### config.mk
export PLATFORM = sky130hd
export DESIGN_NAME = pll_scan_shifter
export DESIGN_NICKNAME = d
export VERILOG_FILES = /design/src/rtl/pll_scan_pkg.sv /design/src/rtl/pll_scanclk_gen.sv /design/src/rtl/pll_scan_shifter.sv
export SDC_FILE = /design/constraint.sdc
export NUM_CORES = 1
export LEC_CHECK = 0
export CAP_MARGIN = 20
export CORE_AREA = 5 5 103 177
export CTS_BUF_LIST = sky130_fd_sc_hd__clkbuf_8
export DETAILED_ROUTE_END_ITERATION = 10
export DIE_AREA = 0 0 108 182
export PLACE_DENSITY = 0.59
export SETUP_SLACK_MARGIN = 0.2
export SYNTH_ARGS = -nofsm -noshare
export SYNTH_HDL_FRONTEND = slang
export SYNTH_SLANG_ARGS = --single-unit
### constraint.sdc
create_clock -name clock -period 50.6 [get_ports clock]
set_input_delay 10.12 -clock clock [delete_from_list [all_inputs] [get_ports clock]]
set_output_delay 10.12 -clock clock [all_outputs]
set_load 0.02 [all_outputs]
### src/rtl/pll_scan_pkg.sv
// pll_scan_pkg
//   Shared definitions for the PLL scan-chain reloader: the controller state
//   encoding and the default values for the block parameters.
package pll_scan_pkg;

    localparam int DEF_SCAN_BITS   = 144;
    localparam int DEF_ROM_LATENCY = 2;
    localparam int DEF_SCANCLK_DIV = 2;
    localparam int DEF_TIMEOUT     = 4095;

    typedef enum logic [2:0] {
        ST_IDLE        = 3'd0,
        ST_READ        = 3'd1,
        ST_DRAIN       = 3'd2,
        ST_WAIT_RECONF = 3'd3,
        ST_SHIFT       = 3'd4,
        ST_UPDATE      = 3'd5,
        ST_WAIT_DONE   = 3'd6
    } state_e;

endpackage

### src/rtl/pll_scanclk_gen.sv
// pll_scanclk_gen
//   Divided scan-clock generator. While en_i is high the registered level
//   sclk_o toggles every DIV system clocks, starting low. rise_o / fall_o are
//   single-cycle strobes that are high in the cycle whose closing clock edge
//   makes sclk_o go high / low, so the controller can act on that same edge.
//   Dropping en_i forces the level low and restarts the divider.
//
//   Ports
//     clock    in   system clock
//     reset_n  in   asynchronous active-low reset
//     en_i     in   run the divider
//     sclk_o   out  registered scan-clock level
//     rise_o   out  sclk_o goes 0->1 at the next clock edge
//     fall_o   out  sclk_o goes 1->0 at the next clock edge
module pll_scanclk_gen #(
    parameter int DIV = 2
) (
    input  logic clock,
    input  logic reset_n,
    input  logic en_i,
    output logic sclk_o,
    output logic rise_o,
    output logic fall_o
);

    localparam int DW = (DIV > 1) ? $clog2(DIV) : 1;

    logic [DW-1:0] cnt_q, cnt_d;
    logic          sclk_q, sclk_d;
    logic          tc;

    // Terminal count of the half-period divider.
    assign tc     = en_i && (cnt_q == DW'(DIV - 1));
    assign rise_o = tc && !sclk_q;
    assign fall_o = tc &&  sclk_q;
    assign sclk_o = sclk_q;

    always_comb begin
        cnt_d  = cnt_q;
        sclk_d = sclk_q;
        if (!en_i) begin
            cnt_d  = '0;
            sclk_d = 1'b0;
        end else if (tc) begin
            cnt_d  = '0;
            sclk_d = ~sclk_q;
        end else begin
            cnt_d  = cnt_q + 1'b1;
        end
    end

    always_ff @(posedge clock or negedge reset_n) begin
        if (!reset_n) begin
            cnt_q  <= '0;
            sclk_q <= 1'b0;
        end else begin
            cnt_q  <= cnt_d;
            sclk_q <= sclk_d;
        end
    end

endmodule

### src/rtl/pll_scan_shifter.sv
// pll_scan_shifter
//   Reloads a PLL scan chain from an external configuration source. On start
//   it sweeps rom_address 0..SCAN_BITS-1, captures the returned bits into a
//   SCAN_BITS-wide buffer, waits for the source's rom_reconfig pulse, shifts
//   the buffer LSB-first into the PLL on a divided scan clock, strobes
//   configupdate for one scan-clock period and then waits for the PLL's
//   scandone handshake (low, then high). WAIT_RECONF and WAIT_DONE are each
//   bounded by TIMEOUT clocks; expiry sets the sticky error flag.
//
//   Ports
//     clock             in   system clock, rising edge
//     reset_n           in   asynchronous active-low reset
//     start             in   one-clock reload request (accepted only in IDLE)
//     rom_address[7:0]  out  scan-bit index presented to the source
//     rom_read_ena      out  high while the address sweep runs
//     rom_q             in   data for the address issued ROM_LATENCY clocks ago
//     rom_reconfig      in   source says "go", honoured only in WAIT_RECONF
//     busy              out  high in every state except IDLE
//     pll_scanclk       out  registered scan clock
//     pll_scanclkena    out  scan-clock enable (SHIFT only)
//     pll_scandata      out  serial scan data, changes on scanclk falls
//     pll_configupdate  out  update strobe (UPDATE only)
//     pll_scandone      in   PLL done flag, asynchronous
//     done              out  one-clock completion pulse
//     error             out  sticky timeout flag
//
//   rom_address is 8 bits wide, so SCAN_BITS above 256 would alias addresses.
//   ROM_LATENCY must be at least 1.
module pll_scan_shifter
    import pll_scan_pkg::*;
#(
    parameter int SCAN_BITS   = DEF_SCAN_BITS,
    parameter int ROM_LATENCY = DEF_ROM_LATENCY,
    parameter int SCANCLK_DIV = DEF_SCANCLK_DIV,
    parameter int TIMEOUT     = DEF_TIMEOUT
) (
    input  logic       clock,
    input  logic       reset_n,
    input  logic       start,
    output logic [7:0] rom_address,
    output logic       rom_read_ena,
    input  logic       rom_q,
    input  logic       rom_reconfig,
    output logic       busy,
    output logic       pll_scanclk,
    output logic       pll_scanclkena,
    output logic       pll_scandata,
    output logic       pll_configupdate,
    input  logic       pll_scandone,
    output logic       done,
    output logic       error
);

    localparam int CW  = $clog2(SCAN_BITS + 1);
    localparam int CYM = (TIMEOUT > ROM_LATENCY) ? TIMEOUT : ROM_LATENCY;
    localparam int CYW = $clog2(CYM + 1);

    state_e              state_q, state_d;
    logic [CW-1:0]       cnt_q, cnt_d;       // read address, then scanclk rise count
    logic [CYW-1:0]      cyc_q, cyc_d;       // drain / timeout cycle counter
    logic                err_q, err_d;
    logic                sd_q, sd_d;
    logic                seen_low_q, seen_low_d;
    logic [1:0]          sync_q;
    logic                scandone_s;
    logic [ROM_LATENCY:1] vld_pipe_q;
    logic                cap_en;
    logic                adv;
    logic [SCAN_BITS-1:0] shreg_q;
    logic                rd_ena;
    logic                gen_en, sclk, s_rise, s_fall;

    // ---------------------------------------------------------------
    // Scan clock generator: runs through SHIFT and UPDATE without a
    // break so UPDATE gets a clean full period right after the last fall.
    // ---------------------------------------------------------------
    assign gen_en = (state_q == ST_SHIFT) || (state_q == ST_UPDATE);

    pll_scanclk_gen #(
        .DIV (SCANCLK_DIV)
    ) u_sclk (
        .clock   (clock),
        .reset_n (reset_n),
        .en_i    (gen_en),
        .sclk_o  (sclk),
        .rise_o  (s_rise),
        .fall_o  (s_fall)
    );

    // ---------------------------------------------------------------
    // ROM capture. The valid pipe tracks each issued address through the
    // source latency; captured bits enter at the top of the buffer so the
    // first address ends up in bit 0 after SCAN_BITS captures.
    // ---------------------------------------------------------------
    assign rd_ena = (state_q == ST_READ);
    assign cap_en = vld_pipe_q[ROM_LATENCY];

    always_ff @(posedge clock or negedge reset_n) begin
        if (!reset_n) begin
            vld_pipe_q <= '0;
        end else begin
            vld_pipe_q[1] <= rd_ena;
            for (int i = 2; i <= ROM_LATENCY; i++)
                vld_pipe_q[i] <= vld_pipe_q[i-1];
        end
    end

    // Buffer contents are don't-care after reset, so no reset term.
    // Capture and shift-out never overlap in time.
    always_ff @(posedge clock) begin
        if (cap_en)
            shreg_q <= {rom_q, shreg_q[SCAN_BITS-1:1]};
        else if (adv)
            shreg_q <= {1'b0, shreg_q[SCAN_BITS-1:1]};
    end

    // ---------------------------------------------------------------
    // scandone synchronizer
    // ---------------------------------------------------------------
    always_ff @(posedge clock or negedge reset_n) begin
        if (!reset_n) sync_q <= 2'b00;
        else          sync_q <= {sync_q[0], pll_scandone};
    end
    assign scandone_s = sync_q[1];

    // ---------------------------------------------------------------
    // Controller
    // ---------------------------------------------------------------
    always_comb begin
        state_d    = state_q;
        cnt_d      = cnt_q;
        cyc_d      = cyc_q;
        err_d      = err_q;
        sd_d       = sd_q;
        seen_low_d = seen_low_q;
        adv        = 1'b0;
        done       = 1'b0;

        unique case (state_q)
            ST_IDLE: begin
                if (start) begin
                    state_d = ST_READ;
                    cnt_d   = '0;
                    err_d   = 1'b0;
                end
            end

            ST_READ: begin
                if (cnt_q == CW'(SCAN_BITS - 1)) begin
                    state_d = ST_DRAIN;
                    cyc_d   = '0;
                end else begin
                    cnt_d   = cnt_q + 1'b1;
                end
            end

            // Hold until the last issued address has been captured.
            ST_DRAIN: begin
                if (cyc_q == CYW'(ROM_LATENCY - 1)) begin
                    state_d = ST_WAIT_RECONF;
                    cyc_d   = '0;
                end else begin
                    cyc_d   = cyc_q + 1'b1;
                end
            end

            // Bit 0 is presented on the entry edge so it is settled well
            // before the first scanclk rise.
            ST_WAIT_RECONF: begin
                if (rom_reconfig) begin
                    state_d = ST_SHIFT;
                    cnt_d   = '0;
                    sd_d    = shreg_q[0];
                    adv     = 1'b1;
                end else if (cyc_q == CYW'(TIMEOUT - 1)) begin
                    state_d = ST_IDLE;
                    err_d   = 1'b1;
                    sd_d    = 1'b0;
                end else begin
                    cyc_d   = cyc_q + 1'b1;
                end
            end

            // Data advances only on falls; the fall after the final rise
            // closes the phase instead, so the count stops at SCAN_BITS.
            ST_SHIFT: begin
                if (s_rise)
                    cnt_d = cnt_q + 1'b1;
                if (s_fall) begin
                    if (cnt_q == CW'(SCAN_BITS)) begin
                        state_d = ST_UPDATE;
                        sd_d    = 1'b0;
                    end else begin
                        sd_d    = shreg_q[0];
                        adv     = 1'b1;
                    end
                end
            end

            // Entered on a fall: one low half, one rise, one high half.
            ST_UPDATE: begin
                if (s_fall) begin
                    state_d    = ST_WAIT_DONE;
                    cyc_d      = '0;
                    seen_low_d = 1'b0;
                end
            end

            // A stale high scandone from the previous load must not count,
            // so a low level has to be observed first.
            ST_WAIT_DONE: begin
                if (!scandone_s)
                    seen_low_d = 1'b1;
                if (seen_low_q && scandone_s) begin
                    state_d = ST_IDLE;
                    done    = 1'b1;
                end else if (cyc_q == CYW'(TIMEOUT - 1)) begin
                    state_d = ST_IDLE;
                    err_d   = 1'b1;
                    sd_d    = 1'b0;
                end else begin
                    cyc_d   = cyc_q + 1'b1;
                end
            end

            default: begin
                state_d = ST_IDLE;
                sd_d    = 1'b0;
            end
        endcase
    end

    always_ff @(posedge clock or negedge reset_n) begin
        if (!reset_n) begin
            state_q    <= ST_IDLE;
            cnt_q      <= '0;
            cyc_q      <= '0;
            err_q      <= 1'b0;
            sd_q       <= 1'b0;
            seen_low_q <= 1'b0;
        end else begin
            state_q    <= state_d;
            cnt_q      <= cnt_d;
            cyc_q      <= cyc_d;
            err_q      <= err_d;
            sd_q       <= sd_d;
            seen_low_q <= seen_low_d;
        end
    end

    // ---------------------------------------------------------------
    // Outputs
    // ---------------------------------------------------------------
    assign busy             = (state_q != ST_IDLE);
    assign rom_read_ena     = rd_ena;
    assign rom_address      = rd_ena ? 8'(cnt_q) : 8'd0;
    assign pll_scanclk      = sclk;
    assign pll_scanclkena   = (state_q == ST_SHIFT);
    assign pll_configupdate = (state_q == ST_UPDATE);
    assign pll_scandata     = sd_q;
    assign error            = err_q;

endmodule

* After elaboration in Yosys (flattened, before gate mapping) *
Index checks and enable logic that the tools add are counted.

word-level totals
  bits of input ports = 6
  bits in registers = 176

cells by class
  reduce and logical (&&, ||, !) cells = 20
  $add $sub $neg = 3
  multiplexer cells = 49
  eq/ne operators = 23
  bitwise operators = 2

operators by type and width
  operator                                                                 count
  144-bit 2-to-1 mux                                                       2
  12-bit 2-to-1 mux                                                        6
  12-bit one-hot mux with 5 select lines                                   1
  8-bit 2-to-1 mux                                                         5
  8-bit one-hot mux with 4 select lines                                    1
  3-bit 2-to-1 mux                                                         9
  3-bit one-hot mux with 7 select lines                                    1
  1-bit 2-to-1 mux                                                         20
  8-bit equality test, second input constant                               2
  2-bit inequality test, second input constant                             8
  12-bit by 1-bit adder with 12-bit output, second input constant          1
  12-bit by 1-bit equality test with 1-bit output, second input constant   1
  12-bit equality test, second input constant                              1
  2-bit by 1-bit inequality test with 1-bit output, second input constant  5
  5-bit AND reduction                                                      2
  3-bit equality test, second input constant                               3
  8-bit by 1-bit adder with 8-bit output, second input constant            1
  3-bit by 2-bit equality test with 1-bit output, second input constant    2
  3-bit AND reduction                                                      2
  6-bit AND reduction                                                      1
  3-bit nonzero test                                                       2
  5-bit nonzero test                                                       1
  1-bit logical AND                                                        4
  1-bit one-hot mux with 2 select lines                                    2
  12 further kinds                                                         14

* Longest topological paths before layout *
Gate-level depths: netlist of the first run.

  word-level depth = 8
  gate-level depth with buffers = 8
  mapped depth without buffers = 7

* Cells and area by module *
Synthesis of the first run repeated with hierarchy kept, for this count alone.

second synthesis, totals
  cells, all modules = 376
  area, all modules = 6341.1 µm²

modules (own cells, without submodules)
  module            cells each  instances  seq. area each (µm²)  area each (µm²)
  pll_scan_shifter  368         1          5074.9                6252.2
  pll_scanclk_gen   8           1          50.0                  88.8

* Worst setup path before layout of the first run *
OpenSTA, ideal clock, no wires.

  kind = reg2reg
  from = reg state_q[2]
  to = reg shreg_q[0] (enable)
  buffers on the path = 1
  setup time = 1.137 ns
  arrival time = 17.654 ns
  required time = 49.463 ns
  path slack = 31.809 ns
  cell stages (with the launch flop) = 5
  path through = dfrtp_1 > buf_2 > nor3b_2 > o41ai_4 > o311ai_0

between the ends
  word-level cells in the longest chain between the ends = 7
  elaborated cells on any way between the ends = 9
  classes of those cells = eq/ne: 3; mux: 2; reduce/logical: 4

ends and longest elaborated chain
  what                                     RTL line                 source
  start: declaration                       pll_scan_shifter.sv:58   state_e state_q, state_d;
  start signal: assignment                 pll_scan_shifter.sv:242  state_q <= state_d;
  3-bit equality test *                    n/a
  named net pll_scanclkena                 pll_scan_shifter.sv:46   output logic pll_scanclkena,
  1-bit logical OR                         pll_scan_shifter.sv:77   assign gen_en = (state_q == ST_SHIFT) || (state_q == ST_UPDATE);
  1-bit logical AND                        pll_scanclk_gen.sv:33    assign tc = en_i && (cnt_q == DW'(DIV - 1));
  1-bit logical AND                        pll_scanclk_gen.sv:35    assign fall_o = tc && sclk_q;
  1-bit 2-to-1 mux                         pll_scan_shifter.sv:189  if (s_fall) begin
  1-bit one-hot mux with 2 select lines *  pll_scan_shifter.sv:139  unique case (state_q)
  2-bit nonzero test (no source line) *    n/a
  end signal: assignment                   pll_scan_shifter.sv:112  shreg_q <= {rom_q, shreg_q[SCAN_BITS-1:1]};
  end signal: assignment                   pll_scan_shifter.sv:114  shreg_q <= {1'b0, shreg_q[SCAN_BITS-1:1]};
  end: declaration                         pll_scan_shifter.sv:69   logic [SCAN_BITS-1:0] shreg_q;

The timed path passes the listed nets; every way through them passes the cells marked *.
A chain may end at the register's enable or synchronous reset.

* Final worst setup path of the first run *
  from = reg state_q[2]
  to = out pll_scanclkena

between the ends
  word-level cells in the longest chain between the ends = 1

ends and longest elaborated chain
  what                 RTL line                 source
  3-bit equality test  pll_scan_shifter.sv:258  assign pll_scanclkena = (state_q == ST_SHIFT);
  end: declaration     pll_scan_shifter.sv:46

Every way passes these cells.

==> results.py, run 1 <==
metrics = {
    "yosys": {
        "synth_top_cell_by_area": "edfxtp_1",
        "synth_edf_count": 144,
        "syn-cell-area_um2": 6460,
        "synth_area_per_cell_um2": 16.8,
        "synth_nets": 395,
        "ys.flop_type": "edfxtp_1",
        "synthTopCellsByArea": "edfxtp_1 (67%), dfrtp_1 (12%), and2_1 (1.2%)",
        "synth_top_area_frac": 0.670,
        "ys_async_sr_fraction": 0.182,
        "yosys_warnings": 0,
        "synth-seq-area-share": 0.794,
        "synth.distinct_cells": 59,
        "synthCells": 384,
        "ys_ff_latch": 176,
    },
    "timing": {
        "fmax_mhz": 80.2,
        "finalWorstSetupSlack_ps": 38140,
        "fin_crit_sh": 0.246,
        "worst_pin_slew_ps": 951,
        "slew_headroom": 0.363,
        "finClkSkew_ps": 12.8,
        "hold_violations": 0,
        "whs_ps": 354,
        "fin_crit_ps": 12460,
        "fin_setup_tns_ps": 0,
        "drv_slew": 0,
        "setup_viol": 0,
        "rsz0062_at_grt": "false",
    },
    "power": {
        "irDropWorstVdd_mv": 0.0303,
        "intPower_uw": 256,
        "combPwrFrac": 0.193,
        "sw_frac_of_total": 0.307,
        "leakage_uw": 0.00222,
        "fin_total_pwr_uw": 369,
        "p_per_area_nw_per_um2": 50.4,
        "switching_power_uw": 113,
        "p_clk_frac": 0.259,
        "p_seq_frac": 0.547,
    },
    "routing": {
        "wl_per_cell_um": 16.1,
        "drtPass1Iterations": 4,
        "routed_wl_mm": 10.5,
        "vias": 3212,
        "via_per_inst": 4.90,
        "drt-initial-drc-count": 255,
        "antenna_left": 0,
        "drc": 0,
    },
    "job": {
        "maxCapViolCount": 0,
    },
    "placement": {
        "io_buffers": 21,
        "pre_cts_ws_ps": 37680,
        "gp_congestion": 0.772,
        "dp_hpwl_mm": 6.14,
        "dp.cells": 624,
    },
    "die": {
        "die_h_um": 182,
        "boundaryPins": 22,
        "dieArea_um2": 19700,
        "design.core.area_um2": 16700,
        "die_w_um": 108,
        "placementRows": 63,
        "initial_core_util": 0.386,
    },
    "clock_tree": {
        "clk_latency_ps": 440,
        "cts_buffers": 17,
        "path_clk_slew_ps": 80,
        "tritoncts": "done",
        "cts_root_buf": "clkbuf_8",
        "clk_path_buf_depth": 2,
        "h-tree-depth": 4,
        "hold_buffers": 0,
        "cts.sinks": 176,
        "post_cts_resized": 0,
        "postCtsSetupBuffers": 0,
    },
    "setup_path": {
        "worstPathRequired_ps": 40480,
        "crit_chain": "nor3b_2 -> clkdlybuf4s50_1",
        "cp_slowest_cell": "clkdlybuf4s50_1",
        "crit_path_max_incr_delay_ps": 700,
        "critPathKind": "reg -> out",
        "start_kind": "flop",
        "arrival_ps": 2340,
        "path_buf_inv": 1,
        "crit_family": "buffers and inverters",
        "cp-end-kind": "output pin",
        "cp_max_fo": 18,
    },
    "layout": {
        "finalNetCount": 427,
        "insertedDiodeCount": 0,
        "n_fill_cell": 1532,
        "fin_cells": 656,
        "area_growth_syn_to_layout_pct": 13.4,
        "drive_gt1_frac": 0.131,
    },
    "global_route": {
        "grt_remaining_overflow": 0,
        "grt_pass1_vias": 3278,
        "antenna_found_initial": 1,
        "track_usage": 0.113,
        "grt_pass1_wl_mm": 17.2,
        "grt_max_degree": 76,
    },
    "run_status": {
        "status": "completed",
    },
    "min_path": {
        "hold_path_class": "reg -> reg",
    },
}
-- final timing paths --
path	from	end	slack (ps)	cells past startpoint
worst min-delay path	vld_pipe_q[1]	vld_pipe_q[2]	350	0
worst max-delay path	state_q[2]	pll_scanclkena	38140	2
min in group asynchronous	reset_n	pll_scandata	10090	2
worst min register to register	vld_pipe_q[1]	vld_pipe_q[2]	350	0
max in group asynchronous	reset_n	cnt_q[5]	40190	2
worst max register to register	state_q[2]	shreg_q[124]	46920	5
-- synthesized netlist by cell type (2+ instances only) --
master and number:
nand3_1 14, nor3b_1 2, nand2b_1 4, a22oi_2 5, and3_1 2, nor2_1 20
or2_2 2, o21ai_1 6, clkbuf_1 7, nand4_1 5, nor3b_2 2, nor2b_1 7
nand2_1 20, nor3_1 9, dfrtp_1 32, o22ai_1 2, o21bai_1 2, o21ai_0 6
o211ai_1 5, buf_2 4, a32o_1 5, a21oi_1 11, or3_1 2, inv_1 15
ha_1 5, and2_1 12, edfxtp_1 144, o31ai_1 3
-- per-stage QoR --
step / utilization / cell area [µm²]
floorplan: - / 6460
global placement: 0.415 / 6930
detailed placement: 0.415 / 6930
CTS: 0.438 / 7320
global route: 0.438 / 7320
finish: 0.438 / 7320
-- cells by family (layout without fill, tap and decap cells) --
logic type	after synthesis	count (layout)	share of synthesized area
DFF	176	176	0.794
and+or+nand+nor	110	110	0.0942
AOI/OAI and AO/OA	64	64	0.0820
buffers and inverters	27	72	0.0176
adders and majority gates	5	5	0.00969
xor gates and xnor gates	1	1	0.00136
muxes	1	1	0.00155
-- state kept, by name (all words and copies together) (netlist names), 2 cells and up --
signal and flops:
state_q 3, vld_pipe_q 2, sync_q 2, cnt_q 8
shreg_q 144, cyc_q 12
-- layout by cell type, fill, tap and decap left out, drive strengths merged, types with 5 or more instances in the layout --
cell,synthesis,routed
a21oi,12,12
a22oi,6,6
a32o,5,5
and2,12,12
clkbuf,7,17
clkdlybuf4s50,0,21
clkinv,0,6
dfrtp,32,32
edfxtp,144,144
ha,5,5
inv,15,21
nand2,20,20
nand3,15,15
nand4,5,5
nor2,20,20
nor2b,7,7
nor3,9,9
o211ai,6,6
o21ai,13,13
-- final cells by class --
| class | count | area [µm²] | area share |
|---|---|---|---|
| sequential | 176 | 5120 | 0.700 |
| multi-input combinational | 181 | 1230 | 0.167 |
| tap | 227 | 284 | 0.0388 |
| timing repair buffer | 25 | 240 | 0.0328 |
| clock buffer | 17 | 234 | 0.0319 |
| clock inverter | 15 | 159 | 0.0217 |
| inverter | 15 | 56.3 | 0.00769 |
-- metal layers --
layer / up-vias / part of all wire / global-route usage
met5: - / 0 / 0
li1: 1527 / - / -
met3: 12 / 0.031 / 0.0320
met1: 1618 / 0.46 / 0.151
met4: 0 / 0.018 / 0.0516
met2: 55 / 0.49 / 0.172
-- power groups by stage --
stage	clock [µW]	combinational (µW)	sequential (µW)
4_1_cts	99.7	72.8	202
6_report	95.7	71.4	202
2_1_floorplan	0	56.6	229
3_5_place_dp	0	73.1	205
3_3_place_gp	0	69.4	205
5_1_grt	106	78.4	205
Power figures use the tool's default switching activity.
==> run 2: changes to the inputs <==
--- a/config.mk
+++ b/config.mk
@@ -10,7 +10,7 @@
 export CTS_BUF_LIST = sky130_fd_sc_hd__clkbuf_8
 export DETAILED_ROUTE_END_ITERATION = 10
 export DIE_AREA = 0 0 108 182
-export PLACE_DENSITY = 0.59
+export PLACE_DENSITY = 0.61
 export SETUP_SLACK_MARGIN = 0.2
 export SYNTH_ARGS = -nofsm -noshare
 export SYNTH_HDL_FRONTEND = slang
==> constraint.sdc (replaced) <==
create_clock -name clock -period 10.75 [get_ports clock]
set_input_delay 2.15 -clock clock [delete_from_list [all_inputs] [get_ports clock]]
set_output_delay 2.15 -clock clock [all_outputs]
set_load 0.02 [all_outputs]
==> results.py, run 2 (synthesis gave the netlist of run 1 again) <==
metrics = {
    "run_status": {
        "status": "completed",
    },
    "timing": {
        "hold_violations": 0,
        "slew_headroom": 0.329,
        "fin_crit_sh": 0.424,
        "worst_pin_slew_ps": 1000,
        "setup_viol": 0,
        "fin_crit_ps": 4560,
        "finClkSkew_ps": 16.1,
        "fmax_mhz": 219,
        "finalWorstSetupSlack_ps": 6190,
        "fin_setup_tns_ps": 0,
        "drv_slew": 0,
        "rsz0062_at_grt": "false",
    },
    "routing": {
        "drc": 0,
        "antenna_left": 0,
        "vias": 3229,
        "dr_wl_met2_mm": 4.79,
        "routed_wl_mm": 9.99,
        "top_layer_used": "met4",
        "drt-initial-drc-count": 191,
        "drtPass1Iterations": 4,
        "wl_met3_um": 330,
        "wl_per_cell_um": 15.2,
        "via_per_inst": 4.92,
        "wl_met1_mm": 4.70,
    },
    "global_route": {
        "antenna_found_initial": 0,
        "grt_remaining_overflow": 0,
        "grt_max_degree": 84,
        "grt_pass1_wl_mm": 16.2,
        "track_usage": 0.106,
        "grt_pass1_vias": 3118,
    },
    "placement": {
        "pre_cts_ws_ps": 5750,
        "io_buffers": 21,
        "dp_hpwl_mm": 5.61,
        "gp_congestion": 0.790,
    },
    "layout": {
        "area_growth_syn_to_layout_pct": 13.7,
        "final_common_cell": "edfxtp_1",
        "final_cell_mix": "edfxtp_1 (144), dfrtp_1 (32), clkdlybuf4s50_1 (21)",
        "largestRegisters": "shreg_q (144), cyc_q (12), cnt_q (8)",
        "finalNetCount": 427,
        "drive_gt1_frac": 0.124,
        "largest_reg_flops": 144,
        "insertedDiodeCount": 0,
        "n_fill_cell": 1535,
        "largest_register": "shreg_q",
        "postLayoutCoreUtil": 0.439,
    },
    "setup_path": {
        "r2r-start": "state_q[2]",
        "cp_max_fo": 22,
        "start_kind": "flop",
        "cp-end-kind": "output pin",
        "critPathKind": "reg -> out",
        "critPathLaunch": "state_q[1]",
        "arrival_ps": 2410,
        "worstPathRequired_ps": 8600,
    },
    "die": {
        "design.core.area_um2": 16700,
        "initial_core_util": 0.386,
        "dieArea_um2": 19700,
        "placementRows": 63,
        "boundaryPins": 22,
        "die_w_um": 108,
        "die_h_um": 182,
    },
    "clock_tree": {
        "hold_buffers": 0,
        "h-tree-depth": 4,
        "cts_buffers": 17,
        "tritoncts": "done",
        "clk_path_buf_depth": 2,
        "cts_root_buf": "clkbuf_8",
        "clk_latency_ps": 440,
        "postCtsSetupBuffers": 0,
        "path_clk_slew_ps": 80,
        "post_cts_resized": 0,
        "cts.sinks": 176,
    },
    "power": {
        "p_per_area_nw_per_um2": 237,
        "irDropWorstVdd_mv": 0.108,
        "leakage_uw": 0.00222,
    },
    "job": {
        "maxCapViolCount": 0,
    },
    "min_path": {
        "hold_start": "sync_q[0]",
        "hold_path_class": "reg -> reg",
    },
}
[run 2: path summary, 6_finish.rpt]
kind	end	slack, ps	depth (start not counted)
min in group asynchronous	cnt_q[7]	2100	2
setup / recovery	rom_address[3]	6190	4
max in group asynchronous	cnt_q[1]	8310	2
setup reg to reg	shreg_q[50]	7060	5
hold reg to reg	sync_q[1]	350	0
hold / removal	sync_q[1]	350	0
[run 2: metrics by stage]
stage               power [µW]  instances  cell area (µm²)  hold WS (ps)
floorplan                 1250        384             6460           331
global placement          1290        624             6940           339
detailed placement        1310        624             6940           340
CTS                       1770        656             7340           353
global route              1830        656             7340           363
finish                    1740        656             7340           354
[run 2: per-layer routing]
metal	global-route usage	vias to the layer above
li1	-	1516
met1	0.141	1629
met2	0.161	69
met3	0.0309	15
met4	0.0450	0
met5	0	-
[run 2: layout make-up]
class	instances	area, µm²	area share
multi-input combinational	181	1240	0.168
sequential	176	5120	0.698
tap	227	284	0.0387
timing repair buffer	25	240	0.0327
clock buffer	17	234	0.0319
inverter	15	56.3	0.00767
clock inverter	15	164	0.0223
[run 2: power by group]
part / internal, µW / leakage, µW / switching, µW / total (µW)
clock: 228 / 0.000191 / 226 / 454
combinational: 104 / 0.000561 / 232 / 336
sequential: 890 / 0.00146 / 60.5 / 950
total: 1220 / 0.00222 / 518 / 1740
[run 2: critical path, stage by stage, from the launching register on]
cell	delay [ps]
dfrtp_1	620
nor3b_1	360
buf_4	240
and2_1	150
clkdlybuf4s50_1	610
==> run 3: changes to the inputs <==
==> constraint.sdc (replaced) <==
create_clock -name clock -period 4.1 [get_ports clock]
set_input_delay 0.82 -clock clock [delete_from_list [all_inputs] [get_ports clock]]
set_output_delay 0.82 -clock clock [all_outputs]
set_load 0.02 [all_outputs]
==> results.py, run 3 (synthesis gave the netlist of run 1 again) <==
metrics = {
    "routing": {
        "vias": 3279,
        "antenna_left": 0,
        "drc": 0,
        "wl_per_cell_um": 15.8,
        "routed_wl_mm": 10.4,
        "drt-initial-drc-count": 259,
        "drtPass1Iterations": 5,
        "via_per_inst": 5.00,
    },
    "layout": {
        "final_common_cell": "edfxtp_1",
        "area_growth_syn_to_layout_pct": 13.8,
        "largest_register": "shreg_q",
        "largest_reg_flops": 144,
        "largestRegisters": "shreg_q (144), cyc_q (12), cnt_q (8)",
        "stdcell_area_um2": 7350,
        "drive_gt1_frac": 0.133,
        "fin_cells": 656,
        "postLayoutCoreUtil": 0.440,
        "final_cell_mix": "edfxtp_1 (144), dfrtp_1 (31), clkdlybuf4s50_1 (21)",
        "finalNetCount": 427,
        "insertedDiodeCount": 0,
    },
    "die": {
        "boundaryPins": 22,
        "die_h_um": 182,
        "design.core.area_um2": 16700,
        "die_w_um": 108,
        "placementRows": 63,
        "dieArea_um2": 19700,
        "initial_core_util": 0.386,
    },
    "global_route": {
        "grt_pass1_wl_mm": 16.9,
        "grt_pass1_vias": 3340,
        "grt_busiest_layer": "met2",
        "antenna_found_initial": 0,
        "grt_remaining_overflow": 0,
        "grt_use_met3": 0.0320,
        "grt_max_degree": 145,
        "use_met2": 0.174,
        "track_usage": 0.110,
        "grtUsageMet1": 0.144,
    },
    "power": {
        "sw_frac_of_total": 0.315,
        "p_per_area_nw_per_um2": 619,
        "p_seq_frac": 0.548,
        "fin_total_pwr_uw": 4550,
        "leakage_uw": 0.00222,
        "irDropWorstVdd_mv": 0.408,
        "p_clk_frac": 0.253,
        "intPower_uw": 3120,
        "switching_power_uw": 1430,
        "combPwrFrac": 0.199,
    },
    "clock_tree": {
        "tritoncts": "done",
        "h-tree-depth": 4,
        "post_cts_resized": 0,
        "cts_root_buf": "clkbuf_8",
        "clk_latency_ps": 440,
        "clk_path_buf_depth": 2,
        "cts_buffers": 17,
        "hold_buffers": 0,
        "path_clk_slew_ps": 100,
        "postCtsSetupBuffers": 0,
        "cts.sinks": 176,
    },
    "run_status": {
        "status": "completed",
    },
    "timing": {
        "fmax_mhz": 317,
        "slew_headroom": 0.526,
        "finClkSkew_ps": 14.0,
        "worst_pin_slew_ps": 711,
        "rsz0062_at_grt": "false",
        "fin_crit_sh": 0.770,
        "setup_viol": 0,
        "drv_slew": 0,
        "fin_crit_ps": 3160,
        "finalWorstSetupSlack_ps": 943,
        "hold_violations": 0,
    },
    "placement": {
        "dp.cells": 624,
        "io_buffers": 21,
        "pre_cts_ws_ps": 1370,
        "gp_congestion": 0.795,
        "place_area_um2": 6960,
        "dp_hpwl_mm": 6.01,
    },
    "min_path": {
        "hold_depth": 0,
        "min_to": "sync_q[1]",
        "hold_path_class": "reg -> reg",
        "hold_start": "sync_q[0]",
    },
    "setup_path": {
        "reg2reg_slack_ps": 1490,
        "reg2reg_depth": 4,
        "cp_max_fo": 22,
        "r2r-end": "shreg_q[129]",
        "worstPathRequired_ps": 3280,
        "r2r-start": "state_q[2]",
        "start_kind": "flop",
        "critPathKind": "reg -> out",
        "arrival_ps": 2340,
        "cp-end-kind": "output pin",
    },
    "job": {
        "maxCapViolCount": 0,
    },
}
[run 3: changes by cell type in the layout (fill, tap and decap cells not counted), moves of 2 or more]
cell        previous run  this run
inv_6                  3         1
bufinv_16              3         1
clkinv_1               5         1
clkinvlp_4             2         4
inv_8                  0         4
[run 3: worst max-delay path by stage]
stage | from | to | slack, ps | cells after the start
2_1_floorplan | state_q[2] | shreg_q[0] | -960 | 4
3_3_place_gp | state_q[1] | rom_address[2] | 1420 | 4
3_5_place_dp | rom_reconfig | cyc_q[8] | 1370 | 7
4_1_cts | state_q[1] | rom_address[0] | 910 | 4
5_1_grt | state_q[1] | rom_address[6] | 790 | 4
6_report | state_q[1] | rom_address[7] | 940 | 4
[run 3: power groups by stage]
stage	registers (µW)	clock network [µW]	logic, µW
floorplan	2520	0	721
global placement	2520	0	878
detailed placement	2530	0	920
CTS	2500	1200	918
global route	2520	1280	999
finish	2490	1150	905
[run 3: through the flow]
| step | hold WS, ps | TNS (ps) |
|---|---|---|
| floorplan | 331 | -138460 |
| global placement | 334 | 0 |
| detailed placement | 336 | 0 |
| CTS | 373 | 0 |
| global route | 376 | 0 |
| finish | 370 | 0 |
[run 3: cell type report]
| class | instances | area, µm² |
|---|---|---|
| clock buffers | 17 | 234 |
| clock inverters | 15 | 155 |
| fillers | 1515 | 9360 |
| inverters | 15 | 56.3 |
| multi-input cells | 181 | 1240 |
| flip-flops and latches | 176 | 5130 |
| well taps | 227 | 284 |
| repair buffers | 25 | 253 |
[run 3: worst max-delay path, stage by stage, from the launching register on]
cell,delay [ps]
dfrtp_1,640
nor3b_1,300
buf_4,230
and2_1,140
clkdlybuf4s50_1,600
[run 3: per-layer routing]
layer  routed length [µm]  up-vias
met5                    0        -
met4                  133        0
met3                  342       13
met2                 5200       69
met1                 4690     1673
li1                     -     1524
